## src/rtl/urna_vote_controller_if.sv

```systemverilog
// Keypad-to-controller and controller-to-LCD signal bundle for the ballot box.
// The slave modport is the vote controller; the master side drives keys and reads the display state.
interface urna_vote_controller_if;
    logic       iKEY_VALID;
    logic [3:0] iKEY_CODE;
    logic [2:0] estado;
    logic [3:0] bcd1;
    logic [3:0] bcd2;
    logic [3:0] c1Dez;
    logic [3:0] c1Uni;
    logic [3:0] c2Dez;
    logic [3:0] c2Uni;
    logic [3:0] c3Dez;
    logic [3:0] c3Uni;
    logic [3:0] c4Dez;
    logic [3:0] c4Uni;
    logic [3:0] nDez;
    logic [3:0] nUni;
    logic [3:0] tDez;
    logic [3:0] tUni;
    logic [3:0] cadVencedr1;
    logic [3:0] cadVencedr2;
    logic       oVOTE_DONE;
    logic       oCLOSED;

    modport master (
        output iKEY_VALID, iKEY_CODE,
        input  estado, bcd1, bcd2,
        input  c1Dez, c1Uni, c2Dez, c2Uni, c3Dez, c3Uni, c4Dez, c4Uni,
        input  nDez, nUni, tDez, tUni,
        input  cadVencedr1, cadVencedr2, oVOTE_DONE, oCLOSED
    );

    modport slave (
        input  iKEY_VALID, iKEY_CODE,
        output estado, bcd1, bcd2,
        output c1Dez, c1Uni, c2Dez, c2Uni, c3Dez, c3Uni, c4Dez, c4Uni,
        output nDez, nUni, tDez, tUni,
        output cadVencedr1, cadVencedr2, oVOTE_DONE, oCLOSED
    );
endinterface

```

## src/rtl/urna_vote_controller.sv

```systemverilog
// Voting-session FSM for the electronic ballot box: number entry, BCD tallies and a
// sequential winner search feeding the LCD content generator. All outputs are registered.
module urna_vote_controller #(
    parameter logic [7:0]  CAND1        = 8'h11,
    parameter logic [7:0]  CAND2        = 8'h22,
    parameter logic [7:0]  CAND3        = 8'h33,
    parameter logic [7:0]  CAND4        = 8'h44,
    parameter int unsigned CONFIRM_HOLD = 100000000,
    parameter int unsigned APUR_HOLD    = 50000000
) (
    input logic                  iCLK,
    input logic                  iRST_N,
    urna_vote_controller_if.slave bus
);

    localparam int unsigned HoldMax = (CONFIRM_HOLD > APUR_HOLD) ? CONFIRM_HOLD : APUR_HOLD;
    localparam int unsigned DwellW  = $clog2(HoldMax);

    localparam logic [3:0] KeyConfirma = 4'd10;
    localparam logic [3:0] KeyCorrige  = 4'd11;
    localparam logic [3:0] KeyFim      = 4'd12;
    localparam logic [3:0] NoDigit     = 4'hF;

    typedef enum logic [2:0] {
        StIdle      = 3'd0,
        StEnter     = 3'd1,
        StAsk       = 3'd2,
        StConfirmed = 3'd3,
        StWinner    = 3'd4,
        StApur      = 3'd5,
        StPartial   = 3'd6,
        StTotals    = 3'd7
    } state_e;

    state_e              state_q, state_d;
    logic [3:0]          bcd1_q, bcd1_d;
    logic [3:0]          bcd2_q, bcd2_d;
    // Entries 0..3 candidates, 4 null votes, 5 total.
    logic [5:0][7:0]     tally_q, tally_d;
    logic [7:0]          win_q, win_d;
    logic [7:0]          best_q, best_d;
    logic [DwellW-1:0]   dwell_q, dwell_d;
    logic                done_q, done_d;
    logic                closed_q, closed_d;

    logic                key_ok;
    logic                is_digit;
    logic                is_confirma;
    logic                is_corrige;
    logic                is_fim;
    logic [2:0]          vote_idx;
    logic [1:0]          exam_idx;

    function automatic logic [7:0] bcd_inc(input logic [7:0] v);
        if (v == 8'h99) begin
            return v;
        end else if (v[3:0] == 4'd9) begin
            return {v[7:4] + 4'd1, 4'd0};
        end else begin
            return {v[7:4], v[3:0] + 4'd1};
        end
    endfunction

    function automatic logic [7:0] cand_num(input logic [1:0] idx);
        unique case (idx)
            2'd0:    return CAND1;
            2'd1:    return CAND2;
            2'd2:    return CAND3;
            default: return CAND4;
        endcase
    endfunction

    assign key_ok      = bus.iKEY_VALID && (bus.iKEY_CODE <= KeyFim);
    assign is_digit    = key_ok && (bus.iKEY_CODE <= 4'd9);
    assign is_confirma = key_ok && (bus.iKEY_CODE == KeyConfirma);
    assign is_corrige  = key_ok && (bus.iKEY_CODE == KeyCorrige);
    assign is_fim      = key_ok && (bus.iKEY_CODE == KeyFim);
    assign exam_idx    = dwell_q[1:0];

    always_comb begin
        vote_idx = 3'd4;
        if ({bcd1_q, bcd2_q} == CAND1) begin
            vote_idx = 3'd0;
        end else if ({bcd1_q, bcd2_q} == CAND2) begin
            vote_idx = 3'd1;
        end else if ({bcd1_q, bcd2_q} == CAND3) begin
            vote_idx = 3'd2;
        end else if ({bcd1_q, bcd2_q} == CAND4) begin
            vote_idx = 3'd3;
        end
    end

    always_comb begin
        state_d  = state_q;
        bcd1_d   = bcd1_q;
        bcd2_d   = bcd2_q;
        tally_d  = tally_q;
        win_d    = win_q;
        best_d   = best_q;
        dwell_d  = dwell_q;
        done_d   = 1'b0;
        closed_d = closed_q;

        unique case (state_q)
            StIdle: begin
                if (is_confirma) begin
                    state_d = StEnter;
                    bcd1_d  = NoDigit;
                    bcd2_d  = NoDigit;
                end else if (is_fim) begin
                    state_d  = StApur;
                    closed_d = 1'b1;
                    dwell_d  = '0;
                    best_d   = '0;
                    win_d    = {NoDigit, NoDigit};
                end
            end
            StEnter: begin
                if (is_digit) begin
                    if (bcd1_q == NoDigit) begin
                        bcd1_d = bus.iKEY_CODE;
                    end else if (bcd2_q == NoDigit) begin
                        bcd2_d = bus.iKEY_CODE;
                    end
                end else if (is_confirma) begin
                    if (bcd1_q != NoDigit && bcd2_q != NoDigit) begin
                        state_d = StAsk;
                    end
                end else if (is_corrige) begin
                    bcd1_d = NoDigit;
                    bcd2_d = NoDigit;
                end
            end
            StAsk: begin
                if (is_confirma) begin
                    state_d = StConfirmed;
                    dwell_d = '0;
                    done_d  = 1'b1;
                    for (int unsigned i = 0; i < 5; i++) begin
                        if (vote_idx == 3'(i)) begin
                            tally_d[i] = bcd_inc(tally_q[i]);
                        end
                    end
                    tally_d[5] = bcd_inc(tally_q[5]);
                end else if (is_corrige) begin
                    state_d = StEnter;
                    bcd1_d  = NoDigit;
                    bcd2_d  = NoDigit;
                end
            end
            StConfirmed: begin
                if (dwell_q == DwellW'(CONFIRM_HOLD - 1)) begin
                    state_d = StIdle;
                    dwell_d = '0;
                end else begin
                    dwell_d = dwell_q + DwellW'(1);
                end
            end
            StApur: begin
                // Strictly-greater replacement keeps ties on the lowest index; zero counts never win.
                if (dwell_q < DwellW'(4)) begin
                    if (tally_q[exam_idx] > best_q) begin
                        best_d = tally_q[exam_idx];
                        win_d  = cand_num(exam_idx);
                    end
                end
                if (dwell_q == DwellW'(APUR_HOLD - 1)) begin
                    state_d = StWinner;
                    dwell_d = '0;
                end else begin
                    dwell_d = dwell_q + DwellW'(1);
                end
            end
            StWinner: begin
                if (is_confirma) begin
                    state_d = StPartial;
                end
            end
            StPartial: begin
                if (is_confirma) begin
                    state_d = StTotals;
                end
            end
            StTotals: begin
                if (is_confirma) begin
                    state_d = StWinner;
                end
            end
            default: state_d = StIdle;
        endcase
    end

    always_ff @(posedge iCLK or negedge iRST_N) begin
        if (!iRST_N) begin
            state_q  <= StIdle;
            bcd1_q   <= NoDigit;
            bcd2_q   <= NoDigit;
            tally_q  <= '0;
            win_q    <= {NoDigit, NoDigit};
            best_q   <= '0;
            dwell_q  <= '0;
            done_q   <= 1'b0;
            closed_q <= 1'b0;
        end else begin
            state_q  <= state_d;
            bcd1_q   <= bcd1_d;
            bcd2_q   <= bcd2_d;
            tally_q  <= tally_d;
            win_q    <= win_d;
            best_q   <= best_d;
            dwell_q  <= dwell_d;
            done_q   <= done_d;
            closed_q <= closed_d;
        end
    end

    assign bus.estado      = state_q;
    assign bus.bcd1        = bcd1_q;
    assign bus.bcd2        = bcd2_q;
    assign bus.c1Dez       = tally_q[0][7:4];
    assign bus.c1Uni       = tally_q[0][3:0];
    assign bus.c2Dez       = tally_q[1][7:4];
    assign bus.c2Uni       = tally_q[1][3:0];
    assign bus.c3Dez       = tally_q[2][7:4];
    assign bus.c3Uni       = tally_q[2][3:0];
    assign bus.c4Dez       = tally_q[3][7:4];
    assign bus.c4Uni       = tally_q[3][3:0];
    assign bus.nDez        = tally_q[4][7:4];
    assign bus.nUni        = tally_q[4][3:0];
    assign bus.tDez        = tally_q[5][7:4];
    assign bus.tUni        = tally_q[5][3:0];
    assign bus.cadVencedr1 = win_q[7:4];
    assign bus.cadVencedr2 = win_q[3:0];
    assign bus.oVOTE_DONE  = done_q;
    assign bus.oCLOSED     = closed_q;

endmodule

```

## src/flat_wrapper.sv

```systemverilog
// flat-port wrapper written by rule: the top's interface ports become plain ports
module urna_vote_controller_flat 
#(
    parameter logic [7:0]  CAND1        = 8'h11,
    parameter logic [7:0]  CAND2        = 8'h22,
    parameter logic [7:0]  CAND3        = 8'h33,
    parameter logic [7:0]  CAND4        = 8'h44,
    parameter int unsigned CONFIRM_HOLD = 100000000,
    parameter int unsigned APUR_HOLD    = 50000000
)
  (iCLK, iRST_N, bus_iKEY_VALID, bus_iKEY_CODE, bus_estado, bus_bcd1, bus_bcd2, bus_c1Dez, bus_c1Uni, bus_c2Dez, bus_c2Uni, bus_c3Dez, bus_c3Uni, bus_c4Dez, bus_c4Uni, bus_nDez, bus_nUni, bus_tDez, bus_tUni, bus_cadVencedr1, bus_cadVencedr2, bus_oVOTE_DONE, bus_oCLOSED);
  urna_vote_controller_if bus_i ();
  input logic iCLK;
  input logic iRST_N;
  input wire logic [$bits(bus_i.iKEY_VALID)-1:0] bus_iKEY_VALID;
  input wire logic [$bits(bus_i.iKEY_CODE)-1:0] bus_iKEY_CODE;
  output wire logic [$bits(bus_i.estado)-1:0] bus_estado;
  output wire logic [$bits(bus_i.bcd1)-1:0] bus_bcd1;
  output wire logic [$bits(bus_i.bcd2)-1:0] bus_bcd2;
  output wire logic [$bits(bus_i.c1Dez)-1:0] bus_c1Dez;
  output wire logic [$bits(bus_i.c1Uni)-1:0] bus_c1Uni;
  output wire logic [$bits(bus_i.c2Dez)-1:0] bus_c2Dez;
  output wire logic [$bits(bus_i.c2Uni)-1:0] bus_c2Uni;
  output wire logic [$bits(bus_i.c3Dez)-1:0] bus_c3Dez;
  output wire logic [$bits(bus_i.c3Uni)-1:0] bus_c3Uni;
  output wire logic [$bits(bus_i.c4Dez)-1:0] bus_c4Dez;
  output wire logic [$bits(bus_i.c4Uni)-1:0] bus_c4Uni;
  output wire logic [$bits(bus_i.nDez)-1:0] bus_nDez;
  output wire logic [$bits(bus_i.nUni)-1:0] bus_nUni;
  output wire logic [$bits(bus_i.tDez)-1:0] bus_tDez;
  output wire logic [$bits(bus_i.tUni)-1:0] bus_tUni;
  output wire logic [$bits(bus_i.cadVencedr1)-1:0] bus_cadVencedr1;
  output wire logic [$bits(bus_i.cadVencedr2)-1:0] bus_cadVencedr2;
  output wire logic [$bits(bus_i.oVOTE_DONE)-1:0] bus_oVOTE_DONE;
  output wire logic [$bits(bus_i.oCLOSED)-1:0] bus_oCLOSED;
  assign bus_i.iKEY_VALID = bus_iKEY_VALID;
  assign bus_i.iKEY_CODE = bus_iKEY_CODE;
  assign bus_estado = bus_i.estado;
  assign bus_bcd1 = bus_i.bcd1;
  assign bus_bcd2 = bus_i.bcd2;
  assign bus_c1Dez = bus_i.c1Dez;
  assign bus_c1Uni = bus_i.c1Uni;
  assign bus_c2Dez = bus_i.c2Dez;
  assign bus_c2Uni = bus_i.c2Uni;
  assign bus_c3Dez = bus_i.c3Dez;
  assign bus_c3Uni = bus_i.c3Uni;
  assign bus_c4Dez = bus_i.c4Dez;
  assign bus_c4Uni = bus_i.c4Uni;
  assign bus_nDez = bus_i.nDez;
  assign bus_nUni = bus_i.nUni;
  assign bus_tDez = bus_i.tDez;
  assign bus_tUni = bus_i.tUni;
  assign bus_cadVencedr1 = bus_i.cadVencedr1;
  assign bus_cadVencedr2 = bus_i.cadVencedr2;
  assign bus_oVOTE_DONE = bus_i.oVOTE_DONE;
  assign bus_oCLOSED = bus_i.oCLOSED;
  urna_vote_controller #(.CAND1(CAND1), .CAND2(CAND2), .CAND3(CAND3), .CAND4(CAND4), .CONFIRM_HOLD(CONFIRM_HOLD), .APUR_HOLD(APUR_HOLD)) u_core (.iCLK(iCLK), .iRST_N(iRST_N), .bus(bus_i));
endmodule
```

## config.mk

```make
export PLATFORM = sky130hd
export DESIGN_NAME = urna_vote_controller_flat
export DESIGN_NICKNAME = d
export VERILOG_FILES = /design/src/rtl/urna_vote_controller_if.sv /design/src/rtl/urna_vote_controller.sv /design/src/flat_wrapper.sv
export SDC_FILE = /design/constraint.sdc
export NUM_CORES = 1
export LEC_CHECK = 0
export CAP_MARGIN = 20
export CORE_UTILIZATION = 51
export CTS_CLUSTER_DIAMETER = 150
export DETAILED_ROUTE_END_ITERATION = 10
export GPL_TIMING_DRIVEN = 0
export PLACE_DENSITY_LB_ADDON = 0.15
export SETUP_SLACK_MARGIN = 0.05
export SYNTH_ARGS = -nofsm -noshare
export SYNTH_HDL_FRONTEND = slang
export SYNTH_SLANG_ARGS = --single-unit
export TNS_END_PERCENT = 20
```

## constraint.sdc

```tcl
create_clock -name iCLK -period 3.5 [get_ports iCLK]
set_clock_uncertainty 0.2 [all_clocks]
set_input_delay 0.7 -clock iCLK [delete_from_list [all_inputs] [get_ports iCLK]]
set_output_delay 0.7 -clock iCLK [all_outputs]
set_load 0.005 [all_outputs]
```

==> run_results.csv <==
group,metric,value,unit
clocking,numCtsBuffers,9,
critical_path,cp_common_cell,"buf_2",
logic_synthesis,synth_area_leaders,"dfrtp_1 36%, dfstp_2 5.2%, ha_1 5.0%",
critical_path,reg2reg_to,"u_core.win_q[4]",
logic_synthesis,syn_area,6040,µm²
critical_path,critPathLaunchType,"input port",
critical_path,path_max_fanout,10,
critical_path,crit_buf_inv,4,
pwr,intPower,2610,µW
critical_path,timing.rr.start,"u_core.dwell_q[0]",
critical_path,cp_top_family,"simple AND/OR/NAND/NOR gates",
sta,rsz0062_at_grt,"yes",
logic_synthesis,ys_warn_count,0,
floorplanning,die_area,12300,µm²
critical_path,end_kind,"flop",
logic_synthesis,synth_top_area_frac,0.364,
min_path,hold_path_class,"input port to asynchronous set/reset pin",
sta,max_freq,301,MHz
placed_design,dpl_cell_area,6960,µm²
layout,multi_input_area,3270,µm²
run_status,status,"finished clean",
logic_synthesis,synth_largest_area_cell,"dfrtp_1",
layout,seqCellArea,2520,µm²
logic_synthesis,seq_area_frac_synth,0.416,
pwr,swShare,0.373,
layout,layout-drive-gt1-share,0.101,
floorplanning,core,11500,µm²
critical_path,ff2ff_path_depth,8,
grt,grt_pass1_vias,5043,
layout,final_common_cell,"dfrtp_1",
layout,fin_util,0.634,
logic_synthesis,synth_seq_cells,100,
grt,antenna_found_initial,0,
logic_synthesis,synth_edf_count,0,
floorplanning,die_h,111,µm
critical_path,critPathArrivalTime,3350,ps
drt,vias_per_cell,5.91,
logic_synthesis,syn_nets,663,
clocking,cts_root_buf,"clkbuf_16",
drt,firstDrtPassIters,4,
sta,setup_viol,0,
pwr,peakVddDrop,0.443,mV
layout,finalNetCount,747,
sta,min_period,3320,ps
clocking,clk_path_buf_depth,2,
sta,finalHoldViolCount,0,
critical_path,reg2reg_slack,180,ps
sta,fin_crit_sh,0.949,
floorplanning,start_util,0.527,
critical_path,slowest_delay,540,ps
drt,wl,14700,µm
clocking,clk_pin_slew_worst_paths,60,ps
logic_synthesis,ys.flop_type,"dfrtp_1",
pwr,design_power_total,4160,µW
layout,postLayoutCellArea,7270,µm²
clocking,clkSinkCount,100,
layout,antenna_cells,0,
clocking,tritoncts,"built",
grt,grt_max_degree,72,
layout,n_fill_cell,957,
clocking,ctsHoldBuffers,0,
grt,overflow,0,
floorplanning,die_x,111,µm
job,cap_violations,0,
critical_path,cp_slowest_cell,"clkdlybuf4s50_1",
critical_path,cp.required,3530,ps
pwr,pwr-share-clk,0.227,
clocking,clkLatencyLatePin,360,ps
sta,worst_pin_slew,719,ps
logic_synthesis,avgSynthCellArea,9.56,µm²
critical_path,crit_type,"input port to flop",
pwr,seq_power_share,0.381,
placed_design,place.gp.congestion,0.887,
drt,ant_nets,0,
drt,initialDrtViolationCount,367,
critical_path,crit_chain,"clkdlybuf4s50_1 > or3b_1 > or4_4 > and2_0 > clkbuf_1 > buf_2 > nor3_1 > buf_2 > a21oi_1",
sta,layout_setup_ws,178,ps
grt,grt_pass1_wl,24700,µm
sta,slew_headroom,0.516,
placed_design,io_buffers,71,
pwr,p_per_area,572,nW/µm²
logic_synthesis,async_flop_share,1.00,
placed_design,dp_hpwl,10600,µm
drt,vias,5109,
logic_synthesis,synth.distinct_cells,64,
pwr,p_comb_frac,0.392,
clocking,htree_levels,3,
layout,area_growth,20.3,%
pwr,leakage,0.00306,µW
drt,post_drt_wl_per_cell,17.0,µm
floorplanning,fp-row-count,39,
floorplanning,pin_count,76,
pwr,netSwitchingPower,1550,µW
placed_design,pre_cts_ws,-404,ps
layout,final_cell_mix,"88 x dfrtp_1, 70 x clkdlybuf4s50_1, 61 x nand2_1",
drt,drc_errors,0,
sta,drv_slew,0,
grt,grt_usage,0.250,
logic_synthesis,synthCells,632,
## final cells by class
| cell class | count | area share |
|---|---|---|
| Buffer | 31 | 0.0194 |
| Clock buffer | 10 | 0.0315 |
| Clock inverter | 6 | 0.00637 |
| Inverter | 34 | 0.0176 |
| Multi-Input combinational cell | 467 | 0.450 |
| Sequential cell | 100 | 0.346 |
| Tap cell | 143 | 0.0246 |
| Timing Repair Buffer | 73 | 0.104 |
## sequential cells by signal, indices dropped and copies added, names as in the netlist
| signal | cells |
|---|---|
| u_core.bus.c3Uni | 4 |
| u_core.bus.tUni | 4 |
| u_core.bus.c4Dez | 4 |
| u_core.bus.c1Uni | 4 |
| u_core.bus.oVOTE_DONE | 1 |
| u_core.win_q | 4 |
| u_core.bus.bcd1 | 4 |
| u_core.bus.bcd2 | 4 |
| u_core.dwell_q | 27 |
| u_core.bus.oCLOSED | 1 |
| u_core.best_q | 8 |
| u_core.bus.c2Uni | 4 |
| u_core.bus.c4Uni | 4 |
| u_core.bus.nUni | 4 |
| u_core.bus.estado | 3 |
| u_core.bus.c1Dez | 4 |
| u_core.bus.c2Dez | 4 |
| u_core.bus.c3Dez | 4 |
| u_core.bus.nDez | 4 |
| u_core.bus.tDez | 4 |
## routing by layer
metal	part of all wire	GRT usage	wire (µm)	up-vias
li1	-	-	-	2482
met1	0.44	0.311	6430	2494
met2	0.50	0.423	7350	111
met5	0	0	0	-
met3	0.051	0.0656	749	22
met4	0.014	0.0773	200	0
## power groups by stage
| stage | combinational (µW) | clock (µW) | sequential, µW |
|---|---|---|---|
| global route | 1800 | 1010 | 1620 |
| detailed placement | 1590 | 0 | 1600 |
| finish | 1630 | 943 | 1590 |
| global placement | 1560 | 0 | 1590 |
| floorplan | 1030 | 0 | 1550 |
| CTS | 1620 | 968 | 1580 |
## cell usage after synthesis (9+ instances only)
library cell	count
o21ai_0	28
or4_1	16
o211ai_1	17
nand3_1	23
or3_1	12
a21oi_1	29
nor3_1	12
dfrtp_1	88
nand2b_1	9
mux2_2	13
xor2_1	13
nand2_1	61
xnor2_1	20
nor4_1	11
dfstp_2	12
mux2i_1	9
inv_1	34
o31ai_1	9
nand4_1	20
clkbuf_1	18
and2_1	10
ha_1	24
nor2b_1	11
nor2_1	35
## cell families after synthesis
family | synth area share
compound gates | 0.134
xor+xnor | 0.0478
fa+ha+maj | 0.0497
buf+inv | 0.0443
flops | 0.416
mux | 0.0689
simple gates | 0.239
## timing repair
action,in CTS,in global routing
endpoints found under the setup margin,10,9
gates resized for setup,2,1
pin swaps,0,1
setup buffers,0,1
## stage by stage
step	hold slack, ps	instances	setup TNS, ps
global placement	251	846	-223190
finish	80.9	864	0
global route	107	864	0
floorplan	204	632	0
CTS	88.7	863	0
detailed placement	254	847	-5060
## worst max path at each step
stage / depth (start not counted) / from / slack (ps) / to
2_1_floorplan: 8 / u_core.dwell_q[0] / 120 / u_core.best_q[1]
3_3_place_gp: 1 / iRST_N / -2350 / u_core.bus.c4Dez[1]
3_5_place_dp: 8 / u_core.dwell_q[0] / -400 / u_core.best_q[5]
4_1_cts: 8 / u_core.dwell_q[0] / 70 / u_core.best_q[3]
5_1_grt: 8 / u_core.dwell_q[0] / 10 / u_core.win_q[4]
6_report: 9 / bus_iKEY_CODE[0] / 180 / u_core.dwell_q[22]
## worst register-to-register path, stage by stage (launching register included)
cell,delay (ps)
dfrtp_1,460
buf_2,340
mux4_2,590
ha_1,320
nand4_1,140
o21ai_0,150
nor4_1,390
o31a_1,300
mux2_2,350
Note: power is estimated with default switching activity, not from simulation.
